$ cat src/rtl/noc_switch_pkg.sv
`default_nettype none
// ============================================================================
// Module  : noc_switch_pkg
// Purpose : Shared types and width helpers for the NoC switch (allocator,
//           crossbar control, router top).
// Contents: alloc_state_t - per-output allocator state {IDLE, BUSY}
//           idx_w()       - index width for an N-entry set (min 1 bit)
// Revision: 1.0 - initial release
// ============================================================================
package noc_switch_pkg;

   typedef enum logic [0:0] {
      ALLOC_IDLE = 1'b0,
      ALLOC_BUSY = 1'b1
   } alloc_state_t;

   // Width needed to index N items; never collapses to zero bits.
   function automatic int idx_w(input int n);
      return (n < 2) ? 1 : $clog2(n);
   endfunction

endpackage
`default_nettype wire

$ cat src/rtl/rr_arbiter.sv
`default_nettype none
// ============================================================================
// Module  : rr_arbiter
// Purpose : Combinational round-robin pick. Scans ptr+1, ptr+2, ... (mod N)
//           and returns the first asserted request.
// Ports   : i_req [N]  request vector
//           i_ptr      index of the last winner (highest priority is ptr+1)
//           o_gnt [N]  one-hot grant (zero when no request)
//           o_idx      index of the winner (zero when no request)
//           o_any      at least one request present
// Revision: 1.0 - initial release
// ============================================================================
module rr_arbiter
   import noc_switch_pkg::*;
#(
   parameter  int N  = 4,
   localparam int IW = idx_w(N)
) (
   input  logic [N-1:0]  i_req,
   input  logic [IW-1:0] i_ptr,
   output logic [N-1:0]  o_gnt,
   output logic [IW-1:0] o_idx,
   output logic          o_any
);

   always_comb begin
      int w_c;
      o_gnt = '0;
      o_idx = '0;
      o_any = 1'b0;
      w_c   = 0;
      for (int k = 1; k <= N; k++) begin
         // Explicit wrap so N need not be a power of two.
         w_c = int'(i_ptr) + k;
         if (w_c >= N) begin
            w_c = w_c - N;
         end
         if (!o_any && i_req[w_c]) begin
            o_any      = 1'b1;
            o_gnt[w_c] = 1'b1;
            o_idx      = IW'(w_c);
         end
      end
   end

endmodule
`default_nettype wire

$ cat src/rtl/switch_route_allocator.sv
`default_nettype none
// ============================================================================
// Module  : switch_route_allocator
// Purpose : Per-output round-robin route allocator for the mux crossbar.
//           Each free output grants one requesting input; the route is held
//           until that input's tail flit is accepted, then released.
// Ports   : clk, rst      clock / synchronous active-high reset
//           req_valid     input i has a head flit requesting an output
//           req_port      requested output of input i (slice i)
//           tail_done     tail flit of input i accepted this cycle
//           grant         input i owns a route (level)
//           grant_port    output owned by input i (valid while grant[i])
//           route_select  input index driving output o (slice o)
//           output_busy   output o reserved
// Revision: 1.0 - initial release
// ============================================================================
module switch_route_allocator
   import noc_switch_pkg::*;
#(
   parameter  int INPUTS  = 4,
   parameter  int OUTPUTS = 4,
   localparam int SEL_W   = idx_w(INPUTS),
   localparam int PORT_W  = idx_w(OUTPUTS)
) (
   input  logic                        clk,
   input  logic                        rst,
   input  logic [INPUTS-1:0]           req_valid,
   input  logic [INPUTS*PORT_W-1:0]    req_port,
   input  logic [INPUTS-1:0]           tail_done,
   output logic [INPUTS-1:0]           grant,
   output logic [INPUTS*PORT_W-1:0]    grant_port,
   output logic [OUTPUTS*SEL_W-1:0]    route_select,
   output logic [OUTPUTS-1:0]          output_busy
);

   alloc_state_t                       r_state     [OUTPUTS];
   alloc_state_t                       w_state_nxt [OUTPUTS];
   logic [OUTPUTS-1:0][SEL_W-1:0]      r_sel,   w_sel_nxt;
   logic [OUTPUTS-1:0][SEL_W-1:0]      r_ptr,   w_ptr_nxt;
   logic [OUTPUTS-1:0]                 r_busy,  w_busy_nxt;
   logic [INPUTS-1:0]                  r_grant, w_grant_nxt;
   logic [INPUTS-1:0][PORT_W-1:0]      r_gport, w_gport_nxt;

   logic [INPUTS-1:0][PORT_W-1:0]      w_rport;
   logic [OUTPUTS-1:0][INPUTS-1:0]     w_cand;
   logic [OUTPUTS-1:0][INPUTS-1:0]     w_arb_gnt;
   logic [OUTPUTS-1:0][SEL_W-1:0]      w_arb_idx;
   logic [OUTPUTS-1:0]                 w_arb_any;

   assign w_rport = req_port;

   // Already-granted inputs are excluded, so an input that releases and
   // re-requests in the same cycle competes only from the next cycle on.
   // Out-of-range req_port never equals any output index.
   always_comb begin
      w_cand = '0;
      for (int o = 0; o < OUTPUTS; o++) begin
         for (int i = 0; i < INPUTS; i++) begin
            w_cand[o][i] = req_valid[i] & ~r_grant[i] & (w_rport[i] == PORT_W'(o));
         end
      end
   end

   for (genvar g = 0; g < OUTPUTS; g++) begin : g_arb
      rr_arbiter #(.N(INPUTS)) u_arb (
         .i_req (w_cand[g]),
         .i_ptr (r_ptr[g]),
         .o_gnt (w_arb_gnt[g]),
         .o_idx (w_arb_idx[g]),
         .o_any (w_arb_any[g])
      );
   end

   always_comb begin
      w_state_nxt = r_state;
      w_sel_nxt   = r_sel;
      w_ptr_nxt   = r_ptr;
      w_busy_nxt  = r_busy;
      w_grant_nxt = r_grant;
      w_gport_nxt = r_gport;
      for (int o = 0; o < OUTPUTS; o++) begin
         case (r_state[o])
            ALLOC_IDLE: begin
               // Only IDLE outputs arbitrate, which gives the one-cycle
               // bubble after a release.
               if (w_arb_any[o]) begin
                  w_state_nxt[o] = ALLOC_BUSY;
                  w_sel_nxt[o]   = w_arb_idx[o];
                  w_ptr_nxt[o]   = w_arb_idx[o];
                  w_busy_nxt[o]  = 1'b1;
                  for (int i = 0; i < INPUTS; i++) begin
                     if (w_arb_gnt[o][i]) begin
                        w_grant_nxt[i] = 1'b1;
                        w_gport_nxt[i] = PORT_W'(o);
                     end
                  end
               end
            end
            ALLOC_BUSY: begin
               // route_select keeps the last owner after release.
               if (tail_done[r_sel[o]]) begin
                  w_state_nxt[o]          = ALLOC_IDLE;
                  w_busy_nxt[o]           = 1'b0;
                  w_grant_nxt[r_sel[o]]   = 1'b0;
               end
            end
            default: begin
               w_state_nxt[o] = ALLOC_IDLE;
               w_busy_nxt[o]  = 1'b0;
            end
         endcase
      end
   end

   always_ff @(posedge clk) begin
      if (rst) begin
         for (int o = 0; o < OUTPUTS; o++) begin
            r_state[o] <= ALLOC_IDLE;
         end
         r_sel   <= '0;
         r_ptr   <= {OUTPUTS{SEL_W'(INPUTS - 1)}};
         r_busy  <= '0;
         r_grant <= '0;
         r_gport <= '0;
      end else begin
         for (int o = 0; o < OUTPUTS; o++) begin
            r_state[o] <= w_state_nxt[o];
         end
         r_sel   <= w_sel_nxt;
         r_ptr   <= w_ptr_nxt;
         r_busy  <= w_busy_nxt;
         r_grant <= w_grant_nxt;
         r_gport <= w_gport_nxt;
      end
   end

   assign grant        = r_grant;
   assign grant_port   = r_gport;
   assign route_select = r_sel;
   assign output_busy  = r_busy;

endmodule
`default_nettype wire

$ cat config.mk
export PLATFORM = sky130hd
export DESIGN_NAME = switch_route_allocator
export DESIGN_NICKNAME = d
export VERILOG_FILES = /design/src/rtl/noc_switch_pkg.sv /design/src/rtl/rr_arbiter.sv /design/src/rtl/switch_route_allocator.sv
export SDC_FILE = /design/constraint.sdc
export NUM_CORES = 1
export LEC_CHECK = 0
export CORE_MARGIN = 8
export CORE_UTILIZATION = 58
export DETAILED_ROUTE_END_ITERATION = 7
export PLACE_DENSITY = 0.89
export SETUP_SLACK_MARGIN = 0.5
export SYNTH_ARGS = -nofsm -noshare
export SYNTH_HDL_FRONTEND = slang
export SYNTH_SLANG_ARGS = --single-unit
$ cat constraint.sdc
create_clock -name clk -period 3.5 [get_ports clk]
set_input_delay 0.525 -clock clk [delete_from_list [all_inputs] [get_ports clk]]
set_output_delay 0.525 -clock clk [all_outputs]
set_load 0.02 [all_outputs]
### Yosys cells after proc, flatten, opt, wreduce, memory -nomap -nowiden

Cells that the tools add are included.

| storage, ports and cells | value |
|---|---|
| flip-flop bits (word level) | 36 |
| input bits | 18 |

| cells by class | value |
|---|---|
| $add $sub $neg | 32 |
| magnitude comparators | 56 |
| eq/ne operators | 20 |
| mux-type cells | 236 |
| bitwise logic cells | 48 |
| reduce and logical (&&, ||, !) cells | 56 |

Operator list:

| cell | number |
|---|---|
| 32-bit by 1-bit greater-or-equal comparator with 1-bit output (second input constant) | 16 |
| 32-bit by 4-bit greater-or-equal comparator with 1-bit output (second input constant) | 16 |
| 32-bit by 4-bit < comparator with 1-bit output (second input constant) | 16 |
| 32-bit 2-to-1 mux | 16 |
| 32-bit by 4-bit subtractor with 32-bit output (second input constant) | 16 |
| 1-bit 2-to-1 mux | 104 |
| 4-bit 2-to-1 mux | 24 |
| 2-bit 2-to-1 mux | 32 |
| 8-bit 2-to-1 mux | 8 |
| 4-bit bitwise OR | 12 |
| 1-bit binary-select mux with 2-bit select | 20 |
| 1-bit demux with 2-bit select | 20 |
| 1-bit logical AND | 32 |
| 4-bit one-hot mux with 2 select lines | 4 |
| 2-bit by 2-bit adder with 3-bit output (second input constant) | 8 |
| 1-bit AND | 20 |
| 2-bit by 3-bit adder with 4-bit output (second input constant) | 4 |
| 4-bit AND | 4 |
| 2-bit == test (second input constant) | 8 |
| 2-bit by 1-bit != test with 1-bit output (second input constant) | 8 |
| 4-bit inverter | 4 |
| 1-bit one-hot mux with 2 select lines | 8 |
| 2-bit AND reduction | 8 |
| 2-bit by 1-bit adder with 3-bit output (second input constant) | 4 |
| 6 further kinds | 36 |

### Logic depth before layout (Yosys ltp)

| depth | value |
|---|---|
| word-level depth | 28 |
| gate-level depth with buffers | 10 |
| gate-level depth less buffers | 8 |

### Cells and area by module

From an unflattened synthesis, not the netlist that was laid out.

| second synthesis, totals | value |
|---|---|
| cell total of the unflattened synthesis | 540 |
| area, all modules | 4465.5 um^2 |

Modules (own cells, without submodules):

| module | instances | cells each | area each (um^2) | seq. area each (um^2) |
|---|---|---|---|---|
| rr_arbiter | 4 | 80 | 636.9 | 0.0 |
| switch_route_allocator | 1 | 220 | 1918.1 | 720.7 |

### Least setup slack after synthesis

OpenSTA, ideal clock, no wires.

| path | value |
|---|---|
| path kind | register to register |
| start | register r_ptr[1] (netlist bit) |
| end | register r_grant[3], in the netlist grant[3] |
| library setup time | 0.114 ns |
| arrival | 2.707 ns |
| path slack | 0.679 ns |
| cell stages (with the launch flop) | 11 |
| buffers on the path | 2 |
| cells stage by stage | dfxtp_1 > clkinv_1 > ha_1 > clkbuf_1 > mux4_2 > buf_4 > nor2_1 > a31oi_1 > a211oi_1 > o22ai_1 > a21o_1 |

| between the ends | value |
|---|---|
| word-level cells in the longest chain between the ends | 28 |
| elaborated cells on any way between the ends | 83 |

Ends and longest elaborated chain:

| element | line | RTL |
|---|---|---|
| start: declaration | switch_route_allocator.sv:39 | `logic [OUTPUTS-1:0][SEL_W-1:0] r_ptr, w_ptr_nxt;` |
| start signal: assignment | switch_route_allocator.sv:121 | `r_ptr <= {OUTPUTS{SEL_W'(INPUTS - 1)}};` |
| start signal: assignment | switch_route_allocator.sv:130 | `r_ptr <= w_ptr_nxt;` |
| parallel branches: the longest is 17 deep, another holds 32-bit by 4-bit subtractor with 32-bit output | n/a |  |
| 4-bit 2-to-1 mux (*) | switch_route_allocator.sv:86 | `if (w_arb_any[o]) begin` |
| 4-bit one-hot mux with 2 select lines (*) | switch_route_allocator.sv:82 | `case (r_state[o])` |
| 4-bit AND (no line) or 1-bit 2-to-1 mux (tied branches) | n/a |  |
| 4-bit 2-to-1 mux, on equally long branches | switch_route_allocator.sv:101, switch_route_allocator.sv:86 |  |
| 4-bit one-hot mux with 2 select lines (*) | switch_route_allocator.sv:82 |  |
| 4-bit AND (no line) or 1-bit 2-to-1 mux (tied branches) | n/a |  |
| 4-bit 2-to-1 mux, on equally long branches | switch_route_allocator.sv:101, switch_route_allocator.sv:86 |  |
| 4-bit one-hot mux with 2 select lines (*) | switch_route_allocator.sv:82 |  |
| 4-bit AND (no line) or 1-bit 2-to-1 mux (tied branches) | n/a |  |
| 4-bit 2-to-1 mux, on equally long branches | switch_route_allocator.sv:101, switch_route_allocator.sv:86 |  |
| 4-bit one-hot mux with 2 select lines (*) | switch_route_allocator.sv:82 |  |
| end signal: assignment | switch_route_allocator.sv:132 | `r_grant <= w_grant_nxt;` |
| end: declaration | switch_route_allocator.sv:41 | `logic [INPUTS-1:0] r_grant, w_grant_nxt;` |

Every way passes the cells marked *. The select of a mux whose other input is x is not followed.
A chain may end at the register's enable or synchronous reset.

### Worst setup path in the final report

| path | value |
|---|---|
| start | input req_port[3] |
| end | register r_grant[0], in the netlist grant[0] |

| between the ends | value |
|---|---|
| word-level cells in the longest chain between the ends | 27 |
| elaborated cells on any way between the ends | 142 |

Ends and longest elaborated chain:

| element | line | RTL |
|---|---|---|
| start: declaration | switch_route_allocator.sv:28 | `input logic [INPUTS*PORT_W-1:0] req_port,` |
| 2-bit zero test | switch_route_allocator.sv:59 | `w_cand[o][i] = req_valid[i] & ~r_grant[i] & (w_rport[i] == PORT_W'(o));` |
| 1-bit AND | switch_route_allocator.sv:59 |  |
| 1-bit binary-select mux with 2-bit select | rr_arbiter.sv:38 | `if (!o_any && i_req[w_c]) begin` |
| 1-bit 2-to-1 mux (not written as such) (2 in series) | rr_arbiter.sv:38 |  |
| 1-bit 2-to-1 mux | rr_arbiter.sv:38 |  |
| 1-bit zero test | rr_arbiter.sv:38 |  |
| 1-bit logical AND | rr_arbiter.sv:38 |  |
| 1-bit 2-to-1 mux | rr_arbiter.sv:38 |  |
| [... 10 more ...] | n/a |  |
| 4-bit 2-to-1 mux, on equally long branches | switch_route_allocator.sv:101, switch_route_allocator.sv:86 |  |
| 4-bit one-hot mux with 2 select lines | switch_route_allocator.sv:82 |  |
| 4-bit AND (no line) or 1-bit 2-to-1 mux (tied branches) | n/a |  |
| 4-bit 2-to-1 mux, on equally long branches | switch_route_allocator.sv:101, switch_route_allocator.sv:86 |  |
| 4-bit one-hot mux with 2 select lines | switch_route_allocator.sv:82 |  |
| 4-bit AND (no line) or 1-bit 2-to-1 mux (tied branches) | n/a |  |
| 4-bit 2-to-1 mux, on equally long branches | switch_route_allocator.sv:101, switch_route_allocator.sv:86 |  |
| 4-bit one-hot mux with 2 select lines (*) | switch_route_allocator.sv:82 |  |

Mark *: on every way between the ends. The rest lies on a longest branch, timed or not. The select of a mux whose other input is x is not followed.

==> impl_results.md <==
* Element type at the critical path end: flip-flop
* Outcome: complete, no violations
* Finish-stage setup viols at 0
* Most used routing layer: met2
* VDD IR max at 0.3880 mV
* GRT Util Overall at 0.2510
* Routed Antenna Nets at 0
* Gate power share at 0.620
* Max-Cap Viols at 0
* DIE WIDTH at 95.88 um
* Global route total overflow at 0
* Max transition margin at 0.6233
* Final min period at 2.878 ns
* Yosys top cell area share at 0.1947
* Hold crit path type: flip-flop to flip-flop
* Layout filler cell count at 493
* Drt pass-1 iters at 5
* CP endpoint: grant[0]$_SDFF_PP0_
* CP top delay family: simple AND/OR/NAND/NOR gates
* Synth-to-layout area growth at 21.53%
* Initial antenna violation count at 0
* Post-synth EDFFs at 0
* Top-count cell post-synth: nand2_1
* Met2 global-route usage at 0.4194
* Met1 GRT Util at 0.3265
* CTS Hold Buffers Added at 0
* CTS tree: built
* Mapped Area at 3701 um2
* Post-Syn Instances at 440
* Max Clock Skew at 0.008334 ns
* # diodes at 0
* Critical path depth at 9
* Sw Ratio at 0.4697
* Vias per cell at 6.985
* Reg2reg start: r_ptr[4]$_SDFFE_PP1P_
* Asr flop ratio synth at 0
* Detailed-route via count at 4,065
* Net Sw Power at 1.276 mW
* Nets at 546
* Clk pwr share at 0.109
* Hold Vio Cnt, Final at 0
* Largest stage delay, worst path at 0.59 ns
* Critical R2R Capture: grant_port[5]$_SDFF_PP0_
* YS warnings at 0
* Slowest CP cell: or4b_4
* Setup CP Type: primary input to flip-flop
* Mapped Avg Cell Area at 8.411 um2
* Num Clock Sinks at 36
* Req. time, crit path at 3.71 ns
* Die area at 9193 um2
* First-pass GRT wire length at 18,570 um
* Placer Congestion at 0.9519
* Clock Tree Buf Depth at 2
* Post-synth top flop: dfxtp_1
* Number of global-route vias before repair at 3,686
* Setup TNS at 0 ns
* I/O Buffers at 41
* CP max FO at 7
* Pwr/cell area at 603.7 nW/um2
* H-tree depth at 2
* Internal power at 1.440 mW
* DIE HEIGHT at 95.88 um
* Worst-Margin Slew at 0.5643 ns
* Largest net degree at the start of global routing at 19
* Post-synth top cells: 52 x nand2_1, 36 x dfxtp_1, 33 x nor2_1
* DP HPWL at 8808 um
* Flop pwr share at 0.271
* Reg2Reg Setup Slack at 0.71 ns
* Max-slew violation count at 0
* Initial Util at 0.5896
* Clk_lat worst skew at 0.29 ns
* Worst hold margin at 0.4788 ns
* R2R depth at 9
* Synthesized Nets at 482
* Crit share post-route at 0.8223
* Top cell type by total area after synthesis: dfxtp_1
* Dominant cells by area after synthesis: dfxtp_1 19%, mux4_2 10%, ha_1 8.1%, nand2_1 5.3%, nor2_1 3.3%
* RSZ-0062 raised after global routing: false
* Wire per inst at 20.17 um
* Crit. Startpoint: req_port[3]
* I/O pin total at 42
* Rows at 29
* TritonCTS buffer count at 5
* Post-synthesis sequential area ratio at 0.1947
* WL final at 11,740 um
* # DRC at 0
* Core ar. at 6277 um2
* WP buf/inv at 2
* Clock slew at reported path FFs at 0.08 ns
* F_max at 0.3475 GHz
* Leak pwr at 1.655 nW
* Clock root buffer: clkbuf_8
* Arr. time, crit path at 3.09 ns
* Met3 GRT Util at 0.03510
* Initial DRC Count at 304
* Worst path cell trace: clkdlybuf4s50_1 -> or4b_4 -> mux4_2 -> and2_4 -> a31oi_4 -> buf_4 -> a21oi_1 -> a21o_1 -> a31oi_1
* Layout cells sized above 1 at 0.1485
* Startpoint types: primary input
* Synth cell types at 66
* Seq cells post-synth at 36
## through the flow
stage / utilization / instances / setup slack (ns) / cell area (um2) / power (mW)
after global routing: 0.7166 / 582 / 0.5220 / 4498 / 2.887
final: 0.7166 / 582 / 0.6220 / 4498 / 2.715
after detailed placement: 0.6905 / 569 / 0.1303 / 4334 / 2.325
after CTS: 0.7068 / 579 / 0.5002 / 4437 / 2.657
after floorplan: - / 440 / 0.6795 / 3701 / 1.819
after global placement: 0.6905 / 569 / 0.2115 / 4334 / 2.292
## metal layers
metal  share of wire  routed length [um]  vias to the layer above
met3           0.090                1061                       23
met4           0.022                 257                        0
met1            0.41                4792                     1940
met5               0                   0                        -
met2            0.48                5627                      227
li1                -                   -                     1875
## logic make-up (layout without fill, tap and decap cells)
| group | Yosys count | in the layout | synth area share |
|---|---|---|---|
| fa+ha+maj | 24 | 24 | 0.08114 |
| mux | 19 | 20 | 0.1092 |
| buf+inv | 30 | 94 | 0.03482 |
| flops | 36 | 36 | 0.1947 |
| xor+xnor | 2 | 2 | 0.004734 |
| simple gates | 181 | 181 | 0.2867 |
| compound gates | 148 | 148 | 0.2887 |
## final cells by class
class	instances	area, um2	share of cell area
clock buffers	5	68.82	0.01530
flip-flops and latches	36	721.9	0.1605
multi-input cells	375	2884	0.6412
inverters	14	52.55	0.01168
clock inverters	3	18.77	0.004172
repair buffers	72	655.6	0.1458
well taps	77	96.34	0.02142
## state kept, by name (all words and copies together), names as in the netlist
register      count
grant             4
output_busy       4
r_state           4
grant_port        8
route_select      8
r_ptr             8
## what timing repair did
action	in CTS	in global routing
cloned	0	1
pin swaps	1	1
setup endpoints to repair	6	13
resized for setup	0	7
buffers inserted	2	2
## worst min path at each step
stage,startpoint,to,slack (ns),cells after the start
floorplan,r_state[2]$_SDFF_PP0_,r_state[2]$_SDFF_PP0_,0.49,2
global placement,output_busy[2]$_SDFFE_PP0P_,output_busy[2]$_SDFFE_PP0P_,0.45,1
detailed placement,output_busy[2]$_SDFFE_PP0P_,output_busy[2]$_SDFFE_PP0P_,0.46,1
CTS,output_busy[2]$_SDFFE_PP0P_,output_busy[2]$_SDFFE_PP0P_,0.48,1
global route,output_busy[2]$_SDFFE_PP0P_,output_busy[2]$_SDFFE_PP0P_,0.51,1
finish,output_busy[2]$_SDFFE_PP0P_,output_busy[2]$_SDFFE_PP0P_,0.48,1
## cells in the final DEF (no fill, tap or decap), drive strengths merged, types with 18 or more instances in the layout
cell type	count
a21oi	20
buf	31
clkdlybuf4s50	36
dfxtp	36
ha	24
mux4	18
nand2	52
nand3	24
nor2	33
o21ai	31
## power by group through the flow
stage	clock, mW	sequential [mW]	combinational [mW]
after CTS	0.302	0.727	1.63
after detailed placement	0	0.736	1.59
after global routing	0.317	0.759	1.81
after global placement	0	0.729	1.56
final	0.297	0.735	1.68
after floorplan	0	0.768	1.05
Note: power is estimated with default switching activity, not from simulation.
